### config.mk
export PLATFORM = sky130hd
export DESIGN_NAME = spi_master_ctrl
export DESIGN_NICKNAME = d
export VERILOG_FILES = /design/src/rtl/spi_master_ctrl.sv
export SDC_FILE = /design/constraint.sdc
export NUM_CORES = 1
export LEC_CHECK = 0
export CAP_MARGIN = 25
export CORE_UTILIZATION = 59
export CTS_BUF_LIST = sky130_fd_sc_hd__clkbuf_2 sky130_fd_sc_hd__clkbuf_4 sky130_fd_sc_hd__clkbuf_8
export DETAILED_ROUTE_END_ITERATION = 6
export PLACE_DENSITY = 0.86
export RECOVER_POWER = 100
export SYNTH_ARGS = -nofsm -noshare
export SYNTH_HDL_FRONTEND = slang
export SYNTH_SLANG_ARGS = --single-unit
### constraint.sdc
create_clock -name clk -period 6 [get_ports clk]
set_clock_uncertainty 0.15 [all_clocks]
set_input_delay 0.6 -clock clk [delete_from_list [all_inputs] [get_ports clk]]
set_output_delay 0.6 -clock clk [all_outputs]
set_load 0.03 [all_outputs]
### src/rtl/spi_master_ctrl.sv
// SPI mode-0 master byte sequencer: drives sclk/cs_n/mosi, strobes the external
// SIPO once per bit and captures its parallel output at byte end.
module spi_master_ctrl #(
    parameter int CLK_DIV  = 4,
    parameter int CS_SETUP = 2,
    parameter int CS_HOLD  = 2
) (
    input  logic       clk,
    input  logic       rst_n,
    input  logic       start,
    input  logic [7:0] tx_data,
    input  logic       last,
    output logic       ready,
    output logic       busy,
    output logic       done,
    output logic [7:0] rx_byte,
    output logic       sclk,
    output logic       cs_n,
    output logic       mosi,
    output logic       shift_en,
    input  logic [7:0] sipo_data
);

    typedef enum logic [2:0] {
        IDLE  = 3'd0,
        SETUP = 3'd1,
        LOW   = 3'd2,
        HIGH  = 3'd3,
        WAIT  = 3'd4,
        HOLD  = 3'd5
    } state_t;

    state_t      state_r, state_s;
    logic [15:0] cnt_r, cnt_s;
    logic [2:0]  bit_r, bit_s;
    logic [7:0]  tx_r, tx_s;
    logic        last_r, last_s;
    logic        sclk_r, sclk_s;
    logic        cs_n_r, cs_n_s;
    logic        mosi_r, mosi_s;
    logic        shift_en_r, shift_en_s;
    logic        done_r, done_s;
    logic [7:0]  rx_r, rx_s;

    // Next-state and next-output decode; every register gets a default first
    always_comb begin
        state_s    = state_r;
        cnt_s      = cnt_r + 16'd1;
        bit_s      = bit_r;
        tx_s       = tx_r;
        last_s     = last_r;
        sclk_s     = sclk_r;
        cs_n_s     = cs_n_r;
        mosi_s     = mosi_r;
        shift_en_s = 1'b0;
        done_s     = 1'b0;
        rx_s       = rx_r;
        case (state_r)
            IDLE: begin
                cnt_s = 16'd0;
                if (start) begin
                    tx_s    = tx_data;
                    last_s  = last;
                    cs_n_s  = 1'b0;
                    mosi_s  = tx_data[7];
                    bit_s   = 3'd0;
                    state_s = SETUP;
                end else begin
                    state_s = IDLE;
                end
            end
            SETUP: begin
                if (cnt_r == 16'(CS_SETUP - 1)) begin
                    cnt_s   = 16'd0;
                    state_s = LOW;
                end else begin
                    state_s = SETUP;
                end
            end
            LOW: begin
                if (cnt_r == 16'(CLK_DIV - 1)) begin
                    cnt_s      = 16'd0;
                    sclk_s     = 1'b1;
                    shift_en_s = 1'b1;
                    state_s    = HIGH;
                end else begin
                    state_s = LOW;
                end
            end
            HIGH: begin
                if (cnt_r == 16'(CLK_DIV - 1)) begin
                    cnt_s  = 16'd0;
                    sclk_s = 1'b0;
                    if (bit_r != 3'd7) begin
                        bit_s   = bit_r + 3'd1;
                        tx_s    = {tx_r[6:0], 1'b0};
                        mosi_s  = tx_r[6];
                        state_s = LOW;
                    end else begin
                        rx_s    = sipo_data;
                        done_s  = 1'b1;
                        state_s = last_r ? HOLD : WAIT;
                    end
                end else begin
                    state_s = HIGH;
                end
            end
            WAIT: begin
                // Burst continuation skips SETUP since cs_n never went high
                cnt_s = 16'd0;
                if (start) begin
                    tx_s    = tx_data;
                    last_s  = last;
                    mosi_s  = tx_data[7];
                    bit_s   = 3'd0;
                    state_s = LOW;
                end else begin
                    state_s = WAIT;
                end
            end
            HOLD: begin
                if (cnt_r == 16'(CS_HOLD - 1)) begin
                    cnt_s   = 16'd0;
                    cs_n_s  = 1'b1;
                    mosi_s  = 1'b0;
                    state_s = IDLE;
                end else begin
                    state_s = HOLD;
                end
            end
            default: begin
                cnt_s   = 16'd0;
                cs_n_s  = 1'b1;
                sclk_s  = 1'b0;
                mosi_s  = 1'b0;
                state_s = IDLE;
            end
        endcase
    end

    // State and registered-output update
    always_ff @(posedge clk or negedge rst_n) begin
        if (!rst_n) begin
            state_r    <= IDLE;
            cnt_r      <= 16'd0;
            bit_r      <= 3'd0;
            tx_r       <= 8'h00;
            last_r     <= 1'b0;
            sclk_r     <= 1'b0;
            cs_n_r     <= 1'b1;
            mosi_r     <= 1'b0;
            shift_en_r <= 1'b0;
            done_r     <= 1'b0;
            rx_r       <= 8'h00;
        end else begin
            state_r    <= state_s;
            cnt_r      <= cnt_s;
            bit_r      <= bit_s;
            tx_r       <= tx_s;
            last_r     <= last_s;
            sclk_r     <= sclk_s;
            cs_n_r     <= cs_n_s;
            mosi_r     <= mosi_s;
            shift_en_r <= shift_en_s;
            done_r     <= done_s;
            rx_r       <= rx_s;
        end
    end

    assign ready    = (state_r == IDLE) || (state_r == WAIT);
    assign busy     = (state_r != IDLE);
    assign done     = done_r;
    assign rx_byte  = rx_r;
    assign sclk     = sclk_r;
    assign cs_n     = cs_n_r;
    assign mosi     = mosi_r;
    assign shift_en = shift_en_r;

endmodule
==> metrics.md <==
| Metric | Value |
|---|---|
| Final ANT Viol Nets | `0` |
| Result of the run | `finished, violations left` |
| Count of cells along the worst hold path | `1` |
| Count of clock tree sinks | `43` |
| Largest net degree at the start of global routing | `between 40 and 50` |
| Number of global-route vias before repair | `about 1400` |
| Final wirelength | `3850 um` |
| Synth area leader | `dfrtp_1` |
| Depth of the most critical reg-to-reg path | `5` |
| Initial DRC count | `96` |
| Number of instances in the placed design | `266` |
| Antenna fix cells | `0` |
| Biggest fanout along the worst timing path | `19` |
| CP arrival | `3.44 ns` |
| First-pass GRT wire length | `just over 6000 um` |
| Sort of element at the end of the critical path | `flip-flop` |
| Initial antenna violation count | `0` |
| Worst endpoint required time | `slightly above 6 ns` |
| Std cell rows | `21` |
| Synth top area cells | `dfrtp_1, mux2_1, nor2_1, xor2_1, xnor2_1` |
| Final critical-path setup slack | `2.66 ns` |
| Critical path start-end classification | `flip-flop to flip-flop` |
| Cell area after synthesis | `2110 um2` |
| DR DRC count | `0` |
| Number of distinct standard cells referenced by the synthesized netlist | `between 40 and 50` |
| Fmax | `0.299 GHz` |
| Capture instance of the worst register-to-register path | `bit_r[0]` |
| Final weighted congestion in routability-driven placement | `0.852` |
| Final setup violation count | `0` |
| P per Cell Area | `183 nW/um2` |
| Kind of start point of the critical path | `flip-flop` |
| Port Buf Inserts | `34` |
| Setup repair bufs after CTS | `0` |
| Insertion delay of the later-clocked pin in the worst-skew pair | `0.36 ns` |
| Max Buffers Root-to-Sink | `2` |
| Clock transition at the register clock pins on the worst setup and hold paths after CTS | `0.13 ns` |
| Area share of the leading cell type in the synthesized netlist | `49.9%` |
| Critical path endpoint | `bit_r[0]` |
| Overall fraction of global-route tracks in use | `23.1%` |
| Root Buffer | `clkbuf_4` |
| TritonRoute pass-1 iters | `4` |
| Max transition margin | `-45.8%` |
| Slew of the pin with the lowest slew margin | `2.19 ns` |
| IR drop worst, VDD | `0.142 mV` |
| YS warnings | `0` |
| Total gr overflow | `0` |
| Total count of max-transition violations in the final report | `64` |
| Share of flip-flops with an asynchronous set or reset after synthesis | `100%` |
| Half-perimeter wire length of the detailed placement result | `2790 um` |
| Number of buffers added to fix hold violations after cts | `0` |
| Max_cap viols | `2` |
| Path class of the lowest-slack min-delay path | `flip-flop to flip-flop` |
| Effective utilization at floorplan | `62.2%` |
| Fin cells | `274` |
| Die ar. | `3810 um2` |
| Total leakage power | `1.17 nW` |
| Beginning of the critical path | `state_r[0]` |
| PostCTS Resize Cnt | `0` |
| Number of clock buffers inserted by TritonCTS | `5` |
| Via density per instance | `5.46` |
| Slack of the worst reg-to-reg path | `2.66 ns` |
| Count of flip-flops with a built-in enable after synthesis | `0` |
| Clock tree from TritonCTS | `built` |
| Layout cells sized above 1 | `6.58%` |
| Reg2reg start | `state_r[0]` |
| Register area share after synthesis | `51.1%` |
| Post-Route Setup TNS | `0 ns` |
| Count of H-tree levels built during CTS | `2` |
| Final net count | `251` |
| Final worst path period share | `55.7%` |
| Number of nets in the synthesized netlist | `217` |
| # IOs | `35` |
| Pre-CTS worst setup slack | `3.46 ns` |
| Layout area overhead | `17.3%` |
| Register bit total from synthesis | `43` |
| Main synth FF type | `dfrtp_1` |
| Post-Synthesis Mean Instance Area | `10.9 um2` |
| Unrepaired setup endpoints after global routing | `false` |
| Final count of hold timing violations | `0` |
| Min cycle time layout | `3.34 ns` |
| Failing checks | `capacitance limit, slew limit` |
| Mapped Cells | `about 190` |
| Floorplan core area | `between 3000 and 4000 um2` |
| Die Height | `61.8 um` |
| Average wire per cell in the routed design | `14.1 um` |
| Overall via count from detail_route | `1495` |
| Die width | `around 62 um` |
## state kept, by name (all words and copies together) (netlist names)
register  cells
cnt_r        16
rx_byte       8
tx_r          7
bit_r         3
state_r       3
cs_n          1
done          1
last_r        1
mosi          1
sclk          1
shift_en      1
## how the worst min path moves through the flow
stage | from | to | slack (ns)
after floorplan | rst_n | bit_r[0] | 0.15
after global placement | mosi | mosi | 0.32
after detailed placement | rx_byte[2] | rx_byte[2] | 0.33
after CTS | rst_n | cnt_r[15] | 0.23
after global routing | rx_byte[2] | rx_byte[2] | 0.38
final | rx_byte[7] | rx_byte[7] | 0.35
## routing by layer
metal  global-route usage, %  wire (um)  part of all wire, %  vias up
met3                    8.70        189                  4.9        9
met1                    30.2       1780                   46      706
li1                        -          -                    -      736
met2                    34.6       1810                   47       44
met4                    9.84         77                  2.0        0
met5                       0          0                    0        -
## cell usage after synthesis (2+ instances only)
| library cell | instances |
|---|---|
| dfrtp_1 | 42 |
| nor2_1 | 28 |
| nand2_1 | 11 |
| mux2_1 | 10 |
| nand3_1 | 10 |
| xor2_1 | 8 |
| xnor2_1 | 7 |
| mux2i_1 | 6 |
| a21oi_1 | 5 |
| and3_1 | 5 |
| inv_1 | 5 |
| a21oi_2 | 4 |
| clkbuf_1 | 4 |
| ha_1 | 4 |
| nand4_1 | 4 |
| nor2b_1 | 4 |
| o21ai_0 | 4 |
| nor3_1 | 3 |
| a31o_1 | 2 |
| buf_4 | 2 |
| nor3b_1 | 2 |
| or4_4 | 2 |
## where the power goes
| part | leakage (nW) | switching [W] | internal, W |
|---|---|---|---|
| logic | 0.581 | 0.00000681 | 0.0000104 |
| clock network | 0.0324 | 0.0000905 | 0.0000554 |
| registers | 0.560 | 0 | 0.000290 |
| total | 1.17 | 0.0000973 | 0.000356 |
## through the flow
step | hold slack (ns) | power (W) | utilization, % | instance area (um2)
floorplan | 0.154 | 0.000296 | - | 2110
global placement | 0.320 | 0.000313 | 72.5 | 2460
detailed placement | 0.330 | 0.000313 | 72.5 | 2460
CTS | 0.232 | 0.000459 | 74.3 | 2520
global route | 0.376 | 0.000475 | 72.9 | 2470
finish | 0.348 | 0.000453 | 72.9 | 2470
## kinds of logic (layout without fill, tap and decap cells)
logic type	after synthesis	count (layout)	synth area share, %
simple gates	77	77	18.8
flops	43	43	51.1
compound gates	25	25	9.86
mux	17	17	8.73
xor+xnor	15	15	6.24
buf+inv	12	47	2.85
fa+ha+maj	4	4	2.38
## area by class of cell
| cell class | instances | area, um2 |
|---|---|---|
| well taps | 46 | 57.6 |
| clock buffers | 7 | 52.6 |
| clock inverters | 1 | 7.51 |
| fillers | 239 | 917 |
| inverters | 5 | 18.8 |
| multi-input cells | 138 | 925 |
| repair buffers | 34 | 334 |
| flip-flops and latches | 43 | 1080 |
## worst max-delay path, stage by stage (launching register included)
cell       delay [ns]
dfrtp_1          0.52
or2_0            0.54
inv_1            0.24
nand2_1          0.18
a2bb2oi_1        1.20
mux2_1           0.39
## cells in the final DEF (no fill, tap or decap), types with 2 or more instances in the layout
cell	netlist	layout
and3_1	5	5
xor2_1	8	8
inv_1	5	5
a21oi_1	5	6
ha_1	4	4
nor2b_1	4	4
a31o_1	2	2
xnor2_1	7	7
clkdlybuf4s50_1	0	18
nand3_1	10	10
mux2i_1	6	6
nand4_1	4	4
a21oi_2	4	3
nor3_1	3	3
o21ai_0	4	5
dlygate4sd3_1	0	15
nor2_1	28	29
nor3b_1	2	2
dfrtp_1	42	42
mux2_1	10	10
clkbuf_4	0	7
nand2_1	11	11
(Power assumes the default switching activity.)
